==> config.mk <==
export PLATFORM = sky130hd
export DESIGN_NAME = clock_step_controller
export DESIGN_NICKNAME = d
export VERILOG_FILES = /design/src/rtl/clkctl_pkg.sv /design/src/rtl/clock_step_controller_btn_cond.sv /design/src/rtl/clock_step_controller.sv
export SDC_FILE = /design/constraint.sdc
export NUM_CORES = 1
export LEC_CHECK = 0
export BUFFER_PORTS_ARGS = -buffer_cell sky130_fd_sc_hd__buf_4
export CAP_MARGIN = 20
export CORE_MARGIN = 8
export CORE_UTILIZATION = 55
export DETAILED_ROUTE_END_ITERATION = 6
export PLACE_DENSITY = 0.84
export SLEW_MARGIN = 20
export SYNTH_ARGS = -nofsm -noshare
export SYNTH_HDL_FRONTEND = slang
export SYNTH_SLANG_ARGS = --single-unit
==> constraint.sdc <==
create_clock -name clock_in -period 2.35 [get_ports clock_in]
set_input_delay 0.705 -clock clock_in [delete_from_list [all_inputs] [get_ports clock_in]]
set_output_delay 0.705 -clock clock_in [all_outputs]
set_load 0.03 [all_outputs]
==> src/rtl/clkctl_pkg.sv <==
// Shared definitions for the CPU clock step controller: state encoding,
// default parameter values and button indices used by the top level.
package clkctl_pkg;

  // Default widths / debounce length
  localparam int DIV_W_DEFAULT     = 8;
  localparam int DB_CYCLES_DEFAULT = 16;

  // Controller state encoding (visible on the state output)
  localparam logic [1:0] STOP  = 2'd0;
  localparam logic [1:0] RUN   = 2'd1;
  localparam logic [1:0] STEP  = 2'd2;
  localparam logic [1:0] DRAIN = 2'd3;

  // Front-panel button slots in the conditioner array
  localparam int BTN_RUN  = 0;
  localparam int BTN_STEP = 1;
  localparam int NUM_BTNS = 2;

  // True when the divided clock is being generated
  function automatic logic is_active(input logic [1:0] s);
    return s != STOP;
  endfunction

endpackage

==> src/rtl/clock_step_controller_btn_cond.sv <==
// Front-panel button conditioner: two-flop synchronizer, debounce counter
// that accepts a new level only after DB_CYCLES consecutive samples that
// disagree with the current level, and a one-cycle pulse on each accepted
// press (debounced 0->1).
module btn_cond #(
  parameter int DB_CYCLES = 16
) (
  input  logic clock_in,
  input  logic nReset,
  input  logic raw,
  output logic press
);

  localparam int CNT_W = (DB_CYCLES < 2) ? 1 : $clog2(DB_CYCLES + 1);

  logic             sync1_reg;
  logic             sync2_reg;
  logic             level_reg;
  logic             press_reg;
  logic [CNT_W-1:0] cnt_reg;

  logic differs;
  logic accept;

  // A sample that disagrees with the accepted level extends the run; the
  // run is accepted on its DB_CYCLES-th sample.
  assign differs = sync2_reg != level_reg;
  assign accept  = differs && (cnt_reg == CNT_W'(DB_CYCLES - 1));

  // Bring the raw button into the clock_in domain
  always_ff @(posedge clock_in or negedge nReset) begin
    if (!nReset) begin
      sync1_reg <= 1'b0;
      sync2_reg <= 1'b0;
    end else begin
      sync1_reg <= raw;
      sync2_reg <= sync1_reg;
    end
  end

  // Count consecutive disagreeing samples; any agreeing sample restarts it
  always_ff @(posedge clock_in or negedge nReset) begin
    if (!nReset) begin
      cnt_reg   <= '0;
      level_reg <= 1'b0;
    end else if (!differs) begin
      cnt_reg   <= '0;
    end else if (accept) begin
      cnt_reg   <= '0;
      level_reg <= sync2_reg;
    end else begin
      cnt_reg   <= cnt_reg + CNT_W'(1);
    end
  end

  // One-cycle strobe when a press (not a release) is accepted
  always_ff @(posedge clock_in or negedge nReset) begin
    if (!nReset) begin
      press_reg <= 1'b0;
    end else begin
      press_reg <= accept && sync2_reg;
    end
  end

  assign press = press_reg;

endmodule

==> src/rtl/clock_step_controller.sv <==
// CPU clock controller: generates a programmable divided clock from
// clock_in with free-run, single-step and halt sequencing. Each cpu_clk
// half lasts shadow+1 cycles; shadow is reloaded from half_period only at
// the start of a period so a ratio change never produces a short half.
module clock_step_controller
  import clkctl_pkg::*;
#(
  parameter int DIV_W     = DIV_W_DEFAULT,
  parameter int DB_CYCLES = DB_CYCLES_DEFAULT
) (
  input  logic             clock_in,
  input  logic             nReset,
  input  logic [DIV_W-1:0] half_period,
  input  logic             run_btn,
  input  logic             step_btn,
  input  logic             halt,
  output logic             cpu_clk,
  output logic             cpu_tick,
  output logic             running,
  output logic [1:0]       state
);

  logic [NUM_BTNS-1:0] btn_raw;
  logic [NUM_BTNS-1:0] btn_press;

  logic [1:0]       state_reg,   state_next;
  logic [DIV_W-1:0] counter_reg, counter_next;
  logic [DIV_W-1:0] shadow_reg,  shadow_next;
  logic             clk_reg,     clk_next;
  logic             tick_reg,    tick_next;
  logic             running_reg, running_next;

  logic run_press;
  logic step_press;
  logic half_done;
  logic exit_req;

  assign btn_raw[BTN_RUN]  = run_btn;
  assign btn_raw[BTN_STEP] = step_btn;

  // One conditioner per front-panel button
  generate
    for (genvar gi = 0; gi < NUM_BTNS; gi++) begin : g_btn
      btn_cond #(
        .DB_CYCLES(DB_CYCLES)
      ) u_btn_cond (
        .clock_in(clock_in),
        .nReset  (nReset),
        .raw     (btn_raw[gi]),
        .press   (btn_press[gi])
      );
    end
  endgenerate

  assign run_press  = btn_press[BTN_RUN];
  assign step_press = btn_press[BTN_STEP];

  // The current half ends on the cycle the counter reaches the shadow value
  assign half_done = counter_reg == shadow_reg;

  // Leaving RUN is requested by halt or a second run press; both mean DRAIN
  assign exit_req = (state_reg == RUN) && (halt || run_press);

  // Next-state logic for the sequencer, divide counter and output clock
  always_comb begin
    state_next   = state_reg;
    counter_next = counter_reg;
    shadow_next  = shadow_reg;
    clk_next     = clk_reg;
    tick_next    = 1'b0;

    case (state_reg)
      STOP: begin
        counter_next = '0;
        clk_next     = 1'b0;
        if (run_press || step_press) begin
          // Run has priority when both presses land together
          state_next   = run_press ? RUN : STEP;
          counter_next = '0;
          clk_next     = 1'b1;
          tick_next    = 1'b1;
          shadow_next  = half_period;
        end
      end

      default: begin
        if (half_done) begin
          counter_next = '0;
          if (clk_reg) begin
            // End of high half: always continue into the low half
            clk_next = 1'b0;
            if (exit_req) begin
              state_next = DRAIN;
            end
          end else if ((state_reg == RUN) && !exit_req) begin
            // End of period while free-running: start the next one
            clk_next    = 1'b1;
            tick_next   = 1'b1;
            shadow_next = half_period;
          end else begin
            // Step, drain, or a stop request on the final cycle: the
            // period has completed, so park with cpu_clk low
            state_next = STOP;
          end
        end else begin
          counter_next = counter_reg + DIV_W'(1);
          if (exit_req) begin
            state_next = DRAIN;
          end
        end
      end
    endcase

    running_next = is_active(state_next);
  end

  // Controller registers; reset forces cpu_clk low without waiting for a clock
  always_ff @(posedge clock_in or negedge nReset) begin
    if (!nReset) begin
      state_reg   <= STOP;
      counter_reg <= '0;
      shadow_reg  <= '0;
      clk_reg     <= 1'b0;
      tick_reg    <= 1'b0;
      running_reg <= 1'b0;
    end else begin
      state_reg   <= state_next;
      counter_reg <= counter_next;
      shadow_reg  <= shadow_next;
      clk_reg     <= clk_next;
      tick_reg    <= tick_next;
      running_reg <= running_next;
    end
  end

  assign cpu_clk  = clk_reg;
  assign cpu_tick = tick_reg;
  assign running  = running_reg;
  assign state    = state_reg;

endmodule

==> impl_metrics.yaml <==
logic_synthesis:
  yosys_warnings: 0
  synth.area.mux_share_pct: 1.733
  synth_edf_count: 0
  syn_area_mm2: 0.001949
  yosys.cell_types.count: 34
  synth_compound_area_share_pct: 10.08
  synthArstFlopShare_pct: 100.0
  synth_xor_area_share_pct: 8.537
  synth_fa_ha_area_share_pct: 1.926
  syn_avg_cell_area_um2: 10.83
  ys_ff_latch: 39
  synth-simple-area-share_pct: 22.46
  ys.flop_type: "dfrtp_1"
  syn-num-nets: 196
  ys_seq_area_share_pct: 50.06
  synth_cells: 180
  synth_top_family_by_area: "simple AND/OR/NAND/NOR gates"
clock_tree:
  cts_buffers: 5
  clk_latency_ps: 350
  htree_levels: 2
  cts_tree: "done"
  clkTransAtPathRegs_ps: 110
  cts_hold_buf: 0
  clockRootBuffer: "clkbuf_4"
  cts_resized: 0
  cts_setup_buffers: 0
  clock_path_buffers: 2
  numClockSinks: 39
detailed_routing:
  ant_nets: 0
  drc: 0
  wl_per_cell_um: 15.31
  vias: 1418
  wirelength_um: 3735
  drtIter0Drc: 161
  firstDrtPassIters: 5
  vias_per_cell: 5.811
cells_and_area:
  area_delta_synth_final_pct: 8.408
  layout_common_cells: "dfrtp_1 (39), nor2_1 (20), buf_4 (19)"
  seqCellArea_um2: 975.9
  antenna_cells: 0
  multi_input_area_um2: 872.1
  nNetsFinal: 213
  largest_reg_flops: 10
  fillers: 289
  final_common_cell: "dfrtp_1"
  final_core_util_pct: 62.83
  drive_gt1_share_pct: 20.20
timing:
  fin_setup_tns_ps: 0
  slew_violations: 0
  grt_setup_unrepaired: "no"
  finalSetupViolCount: 0
  min_period_ps: 1950
  holdWs_ps: 300.6
  max_slew_margin_pct: 60.67
  max_freq_mhz: 512.9
  hold_viol: 0
  worstMarginPinSlew_ps: 586.8
  fin_crit_sh_pct: 82.96
  fin_skew_ps: 7.613
pwr:
  peakVddDrop_mv: 0.2999
  power_leakage_uw: 0.0008535
  power.density_mw_per_mm2: 506.7
  finalPower_uw: 1071
worst_setup_path:
  reg2reg_depth: 4
  r2r-end: "shadow_reg[0]"
  worst-path-max-fanout: 15
  critPathSlowestCell: "dfrtp_1"
  path_class: "flop to output pin"
  cp-start-kind: "flop"
  path_depth: 1
  worst-path-buf-inv: 1
  crit_family: "flip-flops"
  timing.critical_path.cells: "buf_4"
  rr_startpoint: "state[0]"
  required_ps: 1640
  slowest_delay_ps: 650
  r2r_slack_ps: 580
  cp-end-kind: "output pin"
  worst_ep_arrival_time_ps: 1240
grt:
  grt_max_degree: 40
  grt.total_usage_pct: 14.82
  grt-ovfl-total: 0
  grt_pass1_vias: 1477
  antenna_found_initial: 0
  grt_pass1_wl_um: 6472
die:
  die_h_um: 75.54
  dieArea_mm2: 0.005706
  ioPinCount: 18
  start_util_pct: 57.96
  die_w_um: 75.54
  row_count: 21
  core_area_mm2: 0.003363
placement:
  numPortBuffers: 17
  gp_congestion: 0.8277
  dp_hpwl_um: 2712
flow_run:
  maxCapViolations: 0
worst_hold_path:
  hold_path.class: "input pin to asynchronous set/reset pin"
run_status:
  status: "finished, final reports clean"
-- routing by layer --
| layer | up-vias | track usage (%) | wire length [µm] |
|---|---|---|---|
| met5 | - | 0 | 0 |
| met4 | 0 | 8.316 | 80 |
| met3 | 9 | 4.474 | 318 |
| met2 | 54 | 23.39 | 1756 |
| met1 | 671 | 17.60 | 1579 |
| li1 | 684 | - | - |
-- how the worst max path moves through the flow --
| stage | from | to | slack, ps |
|---|---|---|---|
| 3_3_place_gp | halt | shadow_reg[7] | 320 |
| 4_1_cts | state[1] | state[1] | 390 |
| 3_5_place_dp | halt | shadow_reg[0] | 270 |
| 5_1_grt | state[1] | state[1] | 310 |
| 2_1_floorplan | halt | shadow_reg[7] | 600 |
| 6_report | state[1] | state[1] | 400 |
-- Yosys cell counts, types with 3 or more instances --
library cell / instances / area share [%]
o21ai_0: 4 / 1.0
nor3_1: 3 / 0.77
a21oi_2: 8 / 3.6
and3_1: 3 / 0.96
o211ai_1: 8 / 3.1
nand4_1: 10 / 3.2
nand3_1: 17 / 4.4
mux2_2: 3 / 1.7
xnor2_1: 11 / 4.9
nor2_1: 20 / 3.9
inv_1: 4 / 0.77
dfrtp_1: 39 / 50
buf_6: 3 / 1.7
ha_1: 3 / 1.9
xor2_1: 8 / 3.6
nor4b_1: 9 / 4.0
-- logic make-up after synthesis --
group / count (synthesis)
and+or+nand+nor: 77
DFF: 39
AOI/OAI and AO/OA: 26
xor gates and xnor gates: 19
buffers and inverters: 13
muxes: 3
adders and majority gates: 3
-- per-stage QoR --
stage	cell area, µm²	instances	setup WS (ps)
after global routing	2113	244	308.0
after CTS	2113	244	385.5
after global placement	2063	236	324.2
after floorplan	1949	180	596.0
after detailed placement	2063	236	268.2
final	2113	244	400.4
-- area by class of cell --
cell class / instances / area share, %
multi-input combinational: 128 / 41.27
inverter: 4 / 0.7105
clock inverter: 1 / 0.2368
tap: 46 / 2.724
clock buffer: 7 / 2.131
sequential: 39 / 46.18
timing repair buffer: 19 / 6.750
-- report_power, final --
group | leakage (µW) | switching [µW] | internal [µW]
Combinational | 0.000366 | 27.9 | 26.1
Sequential | 0.000459 | 9.43 | 683
Clock | 0.0000293 | 208 | 117
Total | 0.000854 | 246 | 825
Note: power is estimated with default switching activity, not from simulation.
